[config.mk]
export PLATFORM = sky130hd
export DESIGN_NAME = fetch_stage
export DESIGN_NICKNAME = d
export VERILOG_FILES = /design/src/rtl/fetch_stage.sv
export SDC_FILE = /design/constraint.sdc
export NUM_CORES = 1
export LEC_CHECK = 0
export CAP_MARGIN = 20
export CORE_UTILIZATION = 36
export CTS_CLUSTER_SIZE = 30
export DETAILED_ROUTE_END_ITERATION = 16
export PLACE_DENSITY = 0.84
export SYNTH_ARGS = -nofsm -noshare
export SYNTH_HDL_FRONTEND = slang
export SYNTH_SLANG_ARGS = --single-unit
[constraint.sdc]
create_clock -name clk -period 1.4 [get_ports clk]
set_clock_uncertainty 0.05 [all_clocks]
set_input_delay 0.21 -clock clk [delete_from_list [all_inputs] [get_ports clk]]
set_output_delay 0.21 -clock clk [all_outputs]
set_load 0.05 [all_outputs]
[src/rtl/fetch_stage.sv]
// Instruction-fetch stage: owns the PC, drives instruction memory and loads the IF/ID register.
// Optional performance counters are enabled by defining FETCH_PERF_CNT_EN.
module fetch_stage #(
    parameter logic [8:0]  RESET_PC    = 9'd0,
    parameter logic [31:0] NOP_INSTR   = 32'h0000_0013,
    parameter logic [6:0]  HALT_OPCODE = 7'h7F
) (
    input  logic        clk,
    input  logic        reset,
    input  logic        stall_i,
    input  logic        flush_i,
    input  logic [8:0]  branch_target_i,
    output logic [8:0]  imem_addr_o,
    input  logic [31:0] imem_data_i,
    output logic [41:0] if_id_o,
    output logic        halted_o
`ifdef FETCH_PERF_CNT_EN
    ,
    output logic [31:0] fetch_cnt_o,
    output logic [31:0] flush_cnt_o
`endif
);

    typedef enum logic [0:0] {StRun, StHalted} state_e;

    state_e      state_q, state_d;
    logic [8:0]  pc_q, pc_d;
    logic [8:0]  id_pc_q, id_pc_d;
    logic [31:0] id_instr_q, id_instr_d;
    logic        id_halt_q, id_halt_d;
    logic        is_halt;
    logic        fetch_en;

    assign is_halt = (imem_data_i[6:0] == HALT_OPCODE);

    always_comb begin
        state_d    = state_q;
        pc_d       = pc_q;
        id_pc_d    = id_pc_q;
        id_instr_d = id_instr_q;
        id_halt_d  = id_halt_q;
        fetch_en   = 1'b0;
        case (state_q)
            StRun: begin
                if (flush_i) begin
                    pc_d       = branch_target_i;
                    id_pc_d    = 9'd0;
                    id_instr_d = NOP_INSTR;
                    id_halt_d  = 1'b0;
                end else if (!stall_i) begin
                    fetch_en   = 1'b1;
                    id_pc_d    = pc_q;
                    id_instr_d = imem_data_i;
                    id_halt_d  = is_halt;
                    if (is_halt) begin
                        state_d = StHalted;
                    end else begin
                        pc_d = pc_q + 9'd4;
                    end
                end
            end
            StHalted: begin
                // A flush here means the halt was on a mispredicted path.
                if (flush_i) begin
                    pc_d       = branch_target_i;
                    id_pc_d    = 9'd0;
                    id_instr_d = NOP_INSTR;
                    id_halt_d  = 1'b0;
                    state_d    = StRun;
                end else if (!stall_i) begin
                    id_pc_d    = 9'd0;
                    id_instr_d = NOP_INSTR;
                    id_halt_d  = 1'b0;
                end
            end
            default: state_d = StRun;
        endcase
    end

    always_ff @(posedge clk or posedge reset) begin
        if (reset) begin
            state_q    <= StRun;
            pc_q       <= RESET_PC;
            id_pc_q    <= 9'd0;
            id_instr_q <= NOP_INSTR;
            id_halt_q  <= 1'b0;
        end else begin
            state_q    <= state_d;
            pc_q       <= pc_d;
            id_pc_q    <= id_pc_d;
            id_instr_q <= id_instr_d;
            id_halt_q  <= id_halt_d;
        end
    end

    assign imem_addr_o = pc_q;
    assign if_id_o     = {id_pc_q, id_instr_q, id_halt_q};
    assign halted_o    = (state_q == StHalted);

`ifdef FETCH_PERF_CNT_EN
    logic [31:0] fetch_cnt_q, flush_cnt_q;

    always_ff @(posedge clk or posedge reset) begin
        if (reset) begin
            fetch_cnt_q <= 32'd0;
            flush_cnt_q <= 32'd0;
        end else begin
            if (fetch_en) begin
                fetch_cnt_q <= fetch_cnt_q + 32'd1;
            end
            if (flush_i) begin
                flush_cnt_q <= flush_cnt_q + 32'd1;
            end
        end
    end

    assign fetch_cnt_o = fetch_cnt_q;
    assign flush_cnt_o = flush_cnt_q;
`else
    logic unused_fetch_en;
    assign unused_fetch_en = fetch_en;
`endif

endmodule

==> results.txt <==
diodes inserted -> 0
Final WS setup -> -0.105 ns
Worst EP arrival -> 1.69 ns
largest fanout on the critical path -> 3
Sw Ratio -> 30.8%
Post-synth ARST share -> 100%
routed vias -> 1755
commonest cells after routing, fill and taps aside -> buf_12, dfrtp_1, clkdlybuf4s50_1, a22o_1, buf_4
DR WL/cell -> 16.7 µm
clock input transition at the sequential cells of the worst setup and hold paths -> 0.08 ns
fmax -> 0.664 GHz
Finished Cell Area -> 0.00391 mm²
most common cell after layout, fill and taps aside -> buf_12
Core Footprint -> 0.00524 mm²
Nets -> 318
Power Density -> 986 mW/mm²
Std-Cell Rows -> 26
status -> complete, but fails checks
Slew headroom -> 77.9%
total track usage -> 20.5%
setup slack after placement -> -0.325 ns
clock share of power -> 22.2%
antenna-violating nets left -> 0
Cell variety after synth -> 29
pin count of the biggest net entering global routing -> 28
fill count -> 332
Least-Margin Pin Slew -> 0.332 ns
Mapped Area -> 0.00202 mm²
Area growth, synth to finish -> 93.8%
Psw -> 1.19 mW
initial antenna violation count -> 0
Final Cycle Share -> 108%
TritonCTS Buffers -> 5
Seq pwr share -> 44.7%
Post-Place Cell Area -> 0.00375 mm²
max-cap viol count -> 0
Root Buffer -> clkbuf_8
failing checks -> negative setup slack
drt via density -> 5.12
YS warnings -> 0
Worst setup SP type -> flop
number of synthesized flops with an enable pin -> 0
Leakage -> 1.77 nW
multi-input logic area -> 676 µm²
Mapped Cells -> 154
WHS Path Cells -> 2
smallest hold slack -> 0.123 ns
# port buffers -> 96
clock sinks -> 52
DRC violations left -> 0
hold-fix buffer count after cts -> 0
Reg2Reg Depth -> 5
First DRT Iteration DRCs -> 65
GPL Wtd Cong -> 0.864
Pwr Total -> 3.86 mW
crit path time final -> 1.51 ns
Final HPWL DP -> 4250 µm
Synth Net Count -> 200
HP Class -> input pin to flop
htree depth -> 2
share of cells above drive strength 1 -> 37.0%
maximum VDD drop -> 0.630 mV
Setup Total Neg Slack -> -0.148 ns
share of power burned in combinational logic -> 33.1%
Starting Density -> 38.5%
# IOs -> 97
WS Path Type -> flop to flop
max-slew violations -> 0
Hold Violations, Final -> 0
Die Wd -> 76.9 µm
Reg area -> 0.00131 mm²
vias in the first global route -> 1795
CTS max path bufs -> 2
Die ar. -> 0.00591 mm²
Final Setup Violations -> 3
CTS tree -> built
Mean Syn Cell Area -> 13.1 µm²
First-pass DRT Iterations -> 4
first-pass GRT wire length -> 9360 µm
Clock Latency Late Sink -> 0.29 ns
worst endpoint required time -> 1.58 ns
nature of the critical path endpoint -> flop
main flop type after synthesis -> dfrtp_1
RSZ-0062 raised after global routing -> yes
register area share after synthesis -> 64.7%
GRT Residual Overflow -> 0
P_int -> 2.67 mW
Yosys reg bits -> 52
DRT Wirelength -> 5740 µm
Die Ht -> 76.9 µm
==> logic make-up (layout without fill, tap and decap cells) <==
| group | after synthesis | after routing | share of synthesized area [%] |
|---|---|---|---|
| AOI/OAI and AO/OA | 55 | 55 | 21.7 |
| xor gates and xnor gates | 4 | 4 | 1.74 |
| adders and majority gates | 1 | 1 | 0.620 |
| buffers and inverters | 14 | 133 | 3.16 |
| DFF | 52 | 52 | 64.7 |
| muxes | 3 | 3 | 1.61 |
| and+or+nand+nor | 25 | 25 | 6.51 |
==> area by class of cell <==
class                      instances  area share, %
clock buffer                       8           2.30
inverter                           3          0.384
multi-input combinational         88           17.3
sequential                        52           33.5
tap                               70           2.24
timing repair buffer             122           44.3
==> power by group through the flow <==
stage,Sequential [mW],Clock [mW],Combinational [mW]
2_1_floorplan,2.07,0,0.193
3_3_place_gp,1.75,0,1.24
3_5_place_dp,1.75,0,1.26
4_1_cts,1.72,0.882,1.27
5_1_grt,1.74,0.946,1.33
6_report,1.72,0.856,1.28
==> cell usage after synthesis (all sizes together), types with 2 or more instances <==
cell type	number	area, µm²
dfrtp	49	1230
buf	7	37.5
dfstp	3	78.8
a22o	38	333
o21ai	9	45.0
nor2	3	11.3
or3	2	12.5
o22a	3	26.3
clkbuf	4	15.0
xor2	4	35.0
nand2	11	41.3
nand3	2	10.0
o211ai	3	22.5
mux2	2	22.5
inv	3	11.3
==> registers in the layout (all words and copies together), names as in the netlist <==
name / cells
id_pc_q: 9
imem_addr_o: 9
id_instr_q: 32
id_halt_q: 1
halted_o: 1
==> layer usage <==
metal | vias up | track usage (%) | share of wire [%]
met5 | - | 0 | 0
met4 | 0 | 4.81 | 0.82
met3 | 6 | 4.88 | 4.8
met2 | 71 | 34.9 | 52
met1 | 872 | 26.2 | 42
li1 | 806 | - | -
==> final timing paths <==
path	startpoint	endpoint	slack, ns
worst max-delay path	imem_addr_o[2]	imem_addr_o[8]	-0.11
worst max register to register	imem_addr_o[2]	imem_addr_o[8]	-0.11
worst min-delay path	imem_data_i[1]	id_instr_q[1]	0.12
max in group asynchronous	reset	imem_addr_o[2]	0.71
min in group asynchronous	reset	id_halt_q	0.23
worst min register to register	id_halt_q	id_halt_q	0.49
==> through the flow <==
step | std cells | util, %
floorplan | 154 | -
detailed placement | 330 | 71.7
finish | 343 | 74.7
global route | 343 | 74.7
global placement | 330 | 71.7
CTS | 339 | 73.6
==> critical path: stages (launching register included) <==
cell      delay, ns
dfrtp_2        0.37
ha_2           0.16
nor3b_2        0.17
o211ai_1       0.16
or4_1          0.44
nand3_1        0.09
==> repair_timing <==
action / in CTS / in global routing
pin swaps: 3 / 4
setup buffers: 1 / 2
gates cloned: 0 / 2
endpoints found under the setup margin: 4 / 45
resized for setup: 5 / 9
Power figures use the tool's default switching activity.
